$ cat config.mk
export PLATFORM = sky130hd
export DESIGN_NAME = multicycle_control_fsm
export DESIGN_NICKNAME = d
export VERILOG_FILES = /design/src/rtl/riscv_ctrl_pkg.sv /design/src/rtl/multicycle_control_fsm_alu_decoder.sv /design/src/rtl/multicycle_control_fsm.sv
export SDC_FILE = /design/constraint.sdc
export NUM_CORES = 1
export LEC_CHECK = 0
export CAP_MARGIN = 0
export CELL_PAD_IN_SITES_DETAIL_PLACEMENT = 2
export CELL_PAD_IN_SITES_GLOBAL_PLACEMENT = 2
export CORE_ASPECT_RATIO = 0.7
export CORE_MARGIN = 5
export CORE_UTILIZATION = 23
export CTS_BUF_LIST = sky130_fd_sc_hd__clkbuf_4 sky130_fd_sc_hd__clkbuf_8
export DETAILED_ROUTE_END_ITERATION = 16
export PLACE_DENSITY = 0.85
export SYNTH_ARGS = -nofsm -noshare
export SYNTH_HDL_FRONTEND = slang
export SYNTH_SLANG_ARGS = --single-unit
$ cat constraint.sdc
create_clock -name clk -period 2.4 [get_ports clk]
set_input_delay 0.24 -clock clk [delete_from_list [all_inputs] [get_ports clk]]
set_output_delay 0.24 -clock clk [all_outputs]
set_load 0.005 [all_outputs]
$ cat src/rtl/riscv_ctrl_pkg.sv
// riscv_ctrl_pkg: shared state, opcode, ALU and mux-select encodings for the multi-cycle controller
package riscv_ctrl_pkg;

    typedef enum logic [3:0] {
        S_FETCH,
        S_DECODE,
        S_EXEC_R,
        S_EXEC_I,
        S_ALU_WB,
        S_MEM_ADR,
        S_MEM_RD,
        S_MEM_WB,
        S_MEM_WR,
        S_BRANCH,
        S_JAL,
        S_LUI_WB,
        S_TRAP
    } state_t;

    localparam logic [6:0] OP_R      = 7'b0110011;
    localparam logic [6:0] OP_I      = 7'b0010011;
    localparam logic [6:0] OP_LOAD   = 7'b0000011;
    localparam logic [6:0] OP_STORE  = 7'b0100011;
    localparam logic [6:0] OP_BRANCH = 7'b1100011;
    localparam logic [6:0] OP_JAL    = 7'b1101111;
    localparam logic [6:0] OP_LUI    = 7'b0110111;

    typedef enum logic [3:0] {
        ALU_ADD  = 4'd0,
        ALU_SUB  = 4'd1,
        ALU_SLL  = 4'd2,
        ALU_SLT  = 4'd3,
        ALU_SLTU = 4'd4,
        ALU_XOR  = 4'd5,
        ALU_SRL  = 4'd6,
        ALU_SRA  = 4'd7,
        ALU_OR   = 4'd8,
        ALU_AND  = 4'd9
    } alu_ctrl_t;

    typedef enum logic [1:0] {
        AOP_ADD,
        AOP_SUB,
        AOP_FUNCT
    } alu_op_t;

    localparam logic [1:0] SRC_A_PC    = 2'd0;
    localparam logic [1:0] SRC_A_OLDPC = 2'd1;
    localparam logic [1:0] SRC_A_RS1   = 2'd2;

    localparam logic [1:0] SRC_B_RS2  = 2'd0;
    localparam logic [1:0] SRC_B_IMM  = 2'd1;
    localparam logic [1:0] SRC_B_FOUR = 2'd2;

    localparam logic [1:0] RES_ALUOUT = 2'd0;
    localparam logic [1:0] RES_MEM    = 2'd1;
    localparam logic [1:0] RES_ALU    = 2'd2;
    localparam logic [1:0] RES_IMM    = 2'd3;

endpackage

$ cat src/rtl/multicycle_control_fsm_alu_decoder.sv
// alu_decoder: maps the ALU operation class plus Func_3/Func_7 onto the ALU control code
module alu_decoder
    import riscv_ctrl_pkg::*;
(
    input  alu_op_t     alu_op,
    input  logic [2:0]  Func_3,
    input  logic        Func_7,
    input  logic        is_rtype,
    output alu_ctrl_t   alu_ctrl
);

    // Func_7 only selects SUB for register-register adds; for shifts it picks SRA in both formats
    always_comb begin
        alu_ctrl = ALU_ADD;
        if (alu_op == AOP_SUB)
            alu_ctrl = ALU_SUB;
        else if (alu_op == AOP_FUNCT)
            case (Func_3)
                3'b000: alu_ctrl = (is_rtype && Func_7) ? ALU_SUB : ALU_ADD;
                3'b001: alu_ctrl = ALU_SLL;
                3'b010: alu_ctrl = ALU_SLT;
                3'b011: alu_ctrl = ALU_SLTU;
                3'b100: alu_ctrl = ALU_XOR;
                3'b101: alu_ctrl = Func_7 ? ALU_SRA : ALU_SRL;
                3'b110: alu_ctrl = ALU_OR;
                3'b111: alu_ctrl = ALU_AND;
            endcase
    end

endmodule

$ cat src/rtl/multicycle_control_fsm.sv
// multicycle_control_fsm: sequences the RV32I datapath through fetch/decode/execute/memory/writeback over one shared memory port
module multicycle_control_fsm
    import riscv_ctrl_pkg::*;
#(
    parameter bit RESET_TRAP = 1'b1
) (
    input  logic       clk,
    input  logic       rst_n,
    input  logic [6:0] opcode,
    input  logic [2:0] Func_3,
    input  logic       Func_7,
    input  logic       zero,
    input  logic       lt,
    input  logic       mem_ready,
    output logic       mem_req,
    output logic       mem_we,
    output logic       adr_src,
    output logic       ir_write,
    output logic       pc_write,
    output logic       reg_write,
    output logic [1:0] alu_src_a,
    output logic [1:0] alu_src_b,
    output logic [1:0] result_src,
    output logic [3:0] alu_ctrl,
    output logic       instr_retired,
    output logic       illegal_instr
);

    state_t    state_q;
    logic      illegal_q;
    logic      taken;
    logic      is_rtype;
    alu_op_t   alu_op;
    alu_ctrl_t alu_ctrl_w;

    assign illegal_instr = illegal_q;
    assign alu_ctrl      = alu_ctrl_w;
    assign taken = (Func_3 == 3'b000) ? zero :
                   (Func_3 == 3'b001) ? !zero :
                   (Func_3 == 3'b100) ? lt :
                   (Func_3 == 3'b101) ? !lt : 1'b0;

    alu_decoder u_alu_decoder (
        .alu_op   (alu_op),
        .Func_3   (Func_3),
        .Func_7   (Func_7),
        .is_rtype (is_rtype),
        .alu_ctrl (alu_ctrl_w)
    );

    // State sequencing and the sticky illegal-opcode flag; memory states wait on mem_ready
    always_ff @(posedge clk or negedge rst_n) begin
        if (!rst_n) begin
            state_q   <= S_FETCH;
            illegal_q <= 1'b0;
        end else begin
            case (state_q)
                S_FETCH:  if (mem_ready) state_q <= S_DECODE;
                S_DECODE:
                    case (opcode)
                        OP_R:               state_q <= S_EXEC_R;
                        OP_I:               state_q <= S_EXEC_I;
                        OP_LOAD, OP_STORE:  state_q <= S_MEM_ADR;
                        OP_BRANCH:          state_q <= S_BRANCH;
                        OP_JAL:             state_q <= S_JAL;
                        OP_LUI:             state_q <= S_LUI_WB;
                        default: begin
                            state_q   <= S_TRAP;
                            illegal_q <= 1'b1;
                        end
                    endcase
                S_EXEC_R, S_EXEC_I, S_JAL: state_q <= S_ALU_WB;
                S_MEM_ADR: state_q <= (opcode == OP_LOAD) ? S_MEM_RD : S_MEM_WR;
                S_MEM_RD:  if (mem_ready) state_q <= S_MEM_WB;
                S_MEM_WR:  if (mem_ready) state_q <= S_FETCH;
                S_TRAP:    if (!RESET_TRAP) state_q <= S_FETCH;
                default:   state_q <= S_FETCH;
            endcase
        end
    end

    // Control outputs decoded from state; gated by rst_n so everything drops the instant reset asserts
    always_comb begin
        mem_req       = 1'b0;
        mem_we        = 1'b0;
        adr_src       = 1'b0;
        ir_write      = 1'b0;
        pc_write      = 1'b0;
        reg_write     = 1'b0;
        instr_retired = 1'b0;
        alu_src_a     = SRC_A_PC;
        alu_src_b     = SRC_B_RS2;
        result_src    = RES_ALUOUT;
        alu_op        = AOP_ADD;
        is_rtype      = 1'b0;
        if (rst_n)
            case (state_q)
                S_FETCH: begin
                    mem_req    = 1'b1;
                    alu_src_b  = SRC_B_FOUR;
                    result_src = RES_ALU;
                    ir_write   = mem_ready;
                    pc_write   = mem_ready;
                end
                S_DECODE: begin
                    alu_src_a = SRC_A_OLDPC;
                    alu_src_b = SRC_B_IMM;
                end
                S_EXEC_R: begin
                    alu_src_a = SRC_A_RS1;
                    alu_op    = AOP_FUNCT;
                    is_rtype  = 1'b1;
                end
                S_EXEC_I: begin
                    alu_src_a = SRC_A_RS1;
                    alu_src_b = SRC_B_IMM;
                    alu_op    = AOP_FUNCT;
                end
                S_ALU_WB: begin
                    reg_write     = 1'b1;
                    instr_retired = 1'b1;
                end
                S_MEM_ADR: begin
                    alu_src_a = SRC_A_RS1;
                    alu_src_b = SRC_B_IMM;
                end
                S_MEM_RD: begin
                    mem_req = 1'b1;
                    adr_src = 1'b1;
                end
                S_MEM_WB: begin
                    reg_write     = 1'b1;
                    result_src    = RES_MEM;
                    instr_retired = 1'b1;
                end
                S_MEM_WR: begin
                    mem_req       = 1'b1;
                    mem_we        = 1'b1;
                    adr_src       = 1'b1;
                    instr_retired = mem_ready;
                end
                S_BRANCH: begin
                    alu_src_a     = SRC_A_RS1;
                    alu_op        = AOP_SUB;
                    pc_write      = taken;
                    instr_retired = 1'b1;
                end
                S_JAL: begin
                    alu_src_a = SRC_A_OLDPC;
                    alu_src_b = SRC_B_FOUR;
                    pc_write  = 1'b1;
                end
                S_LUI_WB: begin
                    reg_write     = 1'b1;
                    result_src    = RES_IMM;
                    instr_retired = 1'b1;
                end
                S_TRAP: instr_retired = !RESET_TRAP;
                default: ;
            endcase
    end

endmodule
==> results of run 1 <==
==> sequential cells by signal (all words and copies together), names as in the netlist <==
signal / flops
illegal_instr: 1
state_q: 4
==> metrics by stage <==
stage	setup WS (ns)	util, %	hold slack (ns)	total power (W)	instances
finish	0.0960	38.9	0.400	0.000949	195
global route	0.00580	38.9	0.433	0.00102	195
CTS	0.00324	38.8	0.413	0.000951	195
detailed placement	0.0913	37.3	0.469	0.000772	191
global placement	0.186	37.3	0.448	0.000731	191
floorplan	0.994	-	-0.0556	0.000455	118
==> worst max-delay path by stage <==
stage,slack [ns],start,endpoint,depth (start not counted)
floorplan,0.99,state_q[0],state_q[2],5
global placement,0.19,Func_3[2],pc_write,6
detailed placement,0.09,Func_3[2],pc_write,6
CTS,0.003,state_q[2],instr_retired,5
global route,0.006,Func_3[2],pc_write,6
finish,0.1,Func_3[2],pc_write,6
==> logic make-up after synthesis <==
group | Yosys count
AOI/OAI and AO/OA | 32
muxes | 2
DFF | 5
xor gates and xnor gates | 2
and+or+nand+nor | 64
buffers and inverters | 13
==> power breakdown <==
group	total (W)	leakage [nW]	switching (W)	internal, W
clock network	0.000171	0.0262	0.0000451	0.000126
registers	0.000141	0.0617	0.0000346	0.000107
logic	0.000637	0.377	0.000338	0.000299
total	0.000949	0.465	0.000417	0.000531
==> worst max-delay path: stages <==
cell,delay (ns)
clkdlybuf4s50_1,0.64
mux2i_1,0.28
xor2_1,0.09
o22a_1,0.21
nor2_1,0.09
clkdlybuf4s50_1,0.50
==> cell usage in the layout (no fill, tap or decap), drive strengths merged, types with 2 or more instances in the layout <==
cell type	Yosys	final
and3	2	2
nor3	5	5
nand3	8	8
xor2	2	2
nand2	12	12
nor3b	2	2
or3	2	2
nand2b	5	5
nor2	13	13
nor2b	3	3
nor4	3	3
clkbuf	2	4
buf	6	10
nand4	2	2
a21oi	13	13
or2	2	2
dfrtp	5	5
o22ai	2	2
o21ai	3	3
inv	4	4
and2b	2	2
o211ai	2	2
a221o	2	2
clkdlybuf4s50	0	33
==> what timing repair did <==
action,4_1_cts,5_1_grt
resized for setup,0,1
endpoints found under the setup margin,0,1
buffers inserted,0,0
==> per-layer routing <==
metal | wire [microns] | vias to the layer above
li1 | - | 509
met1 | 1710 | 538
met2 | 1820 | 18
met3 | 102 | 4
met4 | 32 | 0
met5 | 0 | -
==> area by class of cell <==
cell class / count / area [sq um]
well taps: 38 / 47.5
inverters: 5 / 18.8
flip-flops and latches: 5 / 125
multi-input cells: 100 / 587
repair buffers: 43 / 405
clock buffers: 4 / 48.8
fillers: 393 / 1940
==> results.ini, run 1 <==
[synthesis]
yosysWarnings = 0
ys_async_sr_fraction_pct = 100
synth_common_cells = a21oi_1, nor2_1, nand2_1, nand3_1, buf_2
synth_edf_count = 0
synth_top_family_by_area = simple AND/OR/NAND/NOR gates
synth-compound-area-share_pct = 27.3
yosys.area_share.simple_pct = 44.0
synth.area.mux_share_pct = 2.78
syn_avg_cell_area_sq_um = 6.49
syn_nets = 134
yosys.area.top_type_share_pct = 16.3
synthTopCellsByArea = dfrtp_1, a21oi_1, nor2_1
synth_top_cell_by_area = dfrtp_1
syn_area_sq_um = 766
synth_adder_area_share_pct = 0
synthFlopType = dfrtp_1
synth_seq_area_share_pct = 16.3
syn_inst = 118
synth_seq_cells = 5
synth_xor_area_share_pct = 2.29
synth.distinct_cells = 41

[drt]
drc = 0
num_vias = 1069
ant_nets = 0
routed_wl_microns = 3660
wl_per_cell_microns = 18.8
firstDrtPassIters = 4
routed_via_density = 5.48
dr.first_iter.drc_count = 34

[pwr]
cellPowerDensity_nw_per_um2 = 770
ir_worst_vdd_uv = 300
leakagePower_nw = 0.465

[grt]
track_usage_pct = 16.1
grt.met1_usage_pct = 21.4
grt_pass1_vias = 1098
use_met3_pct = 3.26
use_met2_pct = 27.2
grt-busiest-layer = met2
grt_pass1_wl_microns = 5760
grt_overflow = 0
grt_max_degree = 15
antenna_found_initial = 0

[placement]
globalplace.congestion = 0.768
portBuffers = 33
place_hpwl_microns = 2870
place_area_sq_um = 1180

[sta]
tightest_slew_ns = 0.431
finalHoldViolations = 0
setup-violations-final = 0
max_freq_ghz = 0.434
period_share_pct = 96.0
setup_tns_ns = 0
min_period_ns = 2.30
maxSlewHeadroom_pct = 71.2
clock-skew-final_ns = 0.00134
final_max_slew_viol_count = 0
grt_setup_unrepaired = false

[clock_network]
htree_num_levels = 1
insertion_delay_ns = 0.22
root_buffer = clkbuf_8
clk_path_buf_depth = 2
cts_buffers = 3
clk_pin_slew_ns = 0.04
cts_tree = built
hold_buffers = 0
cts.sinks = 5

[worst_hold_path]
hold_path.class = input port to asynchronous set/reset pin

[worst_setup_path]
crit_type = input port to output pin
cp_max_fo = 8
r2r_slack_ns = 0.78
r2r-start = state_q[3]
worstPathRequired_ns = 2.16
critPathLaunchType = input port
cp-end-kind = output pin
ff2ff_path_depth = 4
r2r-end = state_q[2]
worst_ep_arrival_time_ns = 2.06

[floorplanning]
die_h_microns = 58.3
io_pins = 34
core_sq_um = 3170
fp-row-count = 17
die_x_microns = 79.0
start_util_pct = 24.2
dieArea_sq_um = 4600

[job]
maxCapViolCount = 0

[layout]
design_area_sq_um = 1230
drive_above_1_share_pct = 11.5
nets = 174
diodes = 0
area_growth_pct = 60.9

[run_status]
outcome = completed

Power figures use the tool's default switching activity.
==> inputs of run 2 (changes only) <==
--- a/config.mk
+++ b/config.mk
@@ -14,6 +14,7 @@
 export CTS_BUF_LIST = sky130_fd_sc_hd__clkbuf_4 sky130_fd_sc_hd__clkbuf_8
 export DETAILED_ROUTE_END_ITERATION = 16
 export PLACE_DENSITY = 0.85
+export REMOVE_ABC_BUFFERS = 1
 export SYNTH_ARGS = -nofsm -noshare
 export SYNTH_HDL_FRONTEND = slang
 export SYNTH_SLANG_ARGS = --single-unit
==> results.ini, run 2 (synthesis gave the netlist of run 1 again) <==
[sta]
finalHoldViolations = 0  ; unchanged
maxSlewHeadroom_pct = 71.8  ; +0.63 points
final_max_slew_viol_count = 0  ; unchanged
min_period_ns = 2.26  ; -0.0405 ns
setup_tns_ns = 0  ; unchanged
max_freq_ghz = 0.442  ; +1.8%
clock-skew-final_ns = 0.000449  ; -0.000895 ns
tightest_slew_ns = 0.419  ; -0.0122 ns
setup_ws_ns = 0.136  ; +0.0405 ns
setup-violations-final = 0  ; unchanged
grt_setup_unrepaired = false
period_share_pct = 94.3  ; -1.7 points

[layout]
layout_common_cells = clkdlybuf4s50_1, nor2_1, a21oi_1, nand2_1, buf_4
design_area_sq_um = 1230  ; -0.10%
drive_above_1_share_pct = 12.8  ; +1.4 points
area_growth_pct = 60.8
nets = 173  ; -0.57%
mostFrequentLayoutCell = clkdlybuf4s50_1
largest_reg_flops = 4  ; unchanged
multi_input_area_sq_um = 589  ; +0.43%
fin_cells = 194  ; -0.51%
max_flop_register = state_q
diodes = 0  ; unchanged
ff_latch_area_sq_um = 128  ; +2.0%
nFillCells = 383  ; -2.5%

[worst_setup_path]
critPathLaunchType = input port
cp-end-kind = output pin
worstPathRequired_ns = 2.16  ; about the same
crit_type = input port to output pin
ff2ff_path_depth = 6  ; +2
worst_ep_arrival_time_ns = 2.02  ; -0.04 ns
cp_max_fo = 8  ; unchanged

[pwr]
cellPowerDensity_nw_per_um2 = 734  ; -4.6%
ir_worst_vdd_uv = 185  ; -38%
leakagePower_nw = 0.457  ; -1.6%

[clock_network]
cts_buffers = 3  ; unchanged
cts_tree = built
clk_pin_slew_ns = 0.04  ; about the same
cts.sinks = 5  ; unchanged
insertion_delay_ns = 0.22  ; about the same
root_buffer = clkbuf_8
cts_setup_buffers = 0  ; unchanged
clk_path_buf_depth = 2  ; unchanged
htree_num_levels = 1  ; unchanged

[floorplanning]
dieArea_sq_um = 4600  ; unchanged
die_h_microns = 58.3  ; unchanged
core_sq_um = 3170  ; unchanged
start_util_pct = 24.2  ; unchanged
io_pins = 34  ; unchanged
fp-row-count = 17  ; unchanged
die_x_microns = 79.0  ; unchanged

[placement]
globalplace.congestion = 0.781  ; +1.7%
place_hpwl_microns = 2590  ; -9.8%
portBuffers = 33  ; unchanged
dp_cells = 190  ; -0.52%
place_area_sq_um = 1170  ; -0.63%
place_ws_ns = 0.138  ; +0.0472 ns

[grt]
grt_overflow = 0  ; unchanged
grt_max_degree = 16  ; +1
grt_pass1_vias = 1100  ; +0.18%
track_usage_pct = 14.8  ; -1.4 points
antenna_found_initial = 0  ; unchanged
grt_pass1_wl_microns = 5360  ; -6.9%

[drt]
routed_wl_microns = 3220  ; -12%
firstDrtPassIters = 4  ; unchanged
dr.first_iter.drc_count = 31  ; -8.8%
ant_nets = 0  ; unchanged
wl_per_cell_microns = 16.6  ; -12%
drc = 0  ; unchanged
routed_via_density = 5.31  ; -3.1%
num_vias = 1031  ; -3.6%

[run_status]
outcome = completed

[job]
maxCapViolCount = 0  ; unchanged

[worst_hold_path]
hold_path.class = input port to asynchronous set/reset pin

[run 2: cell types whose count changed in the layout (fill, tap and decap cells not counted)]
cell / before / now
clkinv_1: 1 / 0
clkinv_2: 0 / 1
clkbuf_4: 1 / 0
clkinvlp_4: 0 / 1
buf_4: 10 / 9
nor2b_1: 2 / 3
dfrtp_1: 5 / 3
o31ai_2: 0 / 1
dfrtp_2: 0 / 2
nor2b_2: 1 / 0
o31ai_1: 1 / 0
[run 2: final timing paths]
check	startpoint	end	slack, ns
min in group clk	illegal_instr	illegal_instr	0.46
worst min-delay path	rst_n	illegal_instr	0.40
worst min register to register	illegal_instr	illegal_instr	0.46
worst max-delay path	Func_3[2]	pc_write	0.14
worst max register to register	state_q[3]	state_q[2]	0.73
max in group asynchronous	rst_n	state_q[3]	1.87
[run 2: timing repair]
action,in CTS,in global routing
gates resized for setup,0,4
hold endpoints to repair,0,0
hold buffers,0,0
setup endpoints to repair,0,5
[run 2: layer usage]
layer  share of wire [%]  up-vias  routed length (microns)  track usage [%]
met2                  49       16                     1570             26.3
met5                   0        -                        0                0
met4                0.43        0                       14             2.21
met3                 3.2        4                      103             2.80
li1                    -      510                        -                -
met1                  48      501                     1530             19.0
[run 2: layout make-up]
| type | count | area share [%] |
|---|---|---|
| Multi-Input combinational cell | 100 | 47.9 |
| Clock buffer | 3 | 3.35 |
| Timing Repair Buffer | 42 | 32.3 |
| Tap cell | 38 | 3.86 |
| Sequential cell | 5 | 10.4 |
| Clock inverter | 1 | 0.407 |
| Inverter | 5 | 1.83 |
[run 2: metrics by stage]
step | hold slack (ns) | utilization, % | total power, W
after CTS | 0.395 | 38.5 | 0.000904
after global placement | 0.447 | 37.0 | 0.000710
final | 0.399 | 38.8 | 0.000904
after floorplan | -0.0556 | - | 0.000428
after detailed placement | 0.464 | 37.0 | 0.000740
after global routing | 0.406 | 38.8 | 0.000985
[run 2: critical path: stages]
cell and delay, ns:
clkdlybuf4s50_1 0.64, mux2i_1 0.25, xor2_1 0.09, o22a_1 0.21, nor2_1 0.08, clkdlybuf4s50_1 0.51
[run 2: power breakdown]
part / total [W] / internal, W / switching, W / leakage, nW
clock network: 0.000157 / 0.000112 / 0.0000449 / 0.0255
registers: 0.000163 / 0.000109 / 0.0000534 / 0.0591
logic: 0.000585 / 0.000291 / 0.000294 / 0.373
total: 0.000904 / 0.000512 / 0.000392 / 0.457
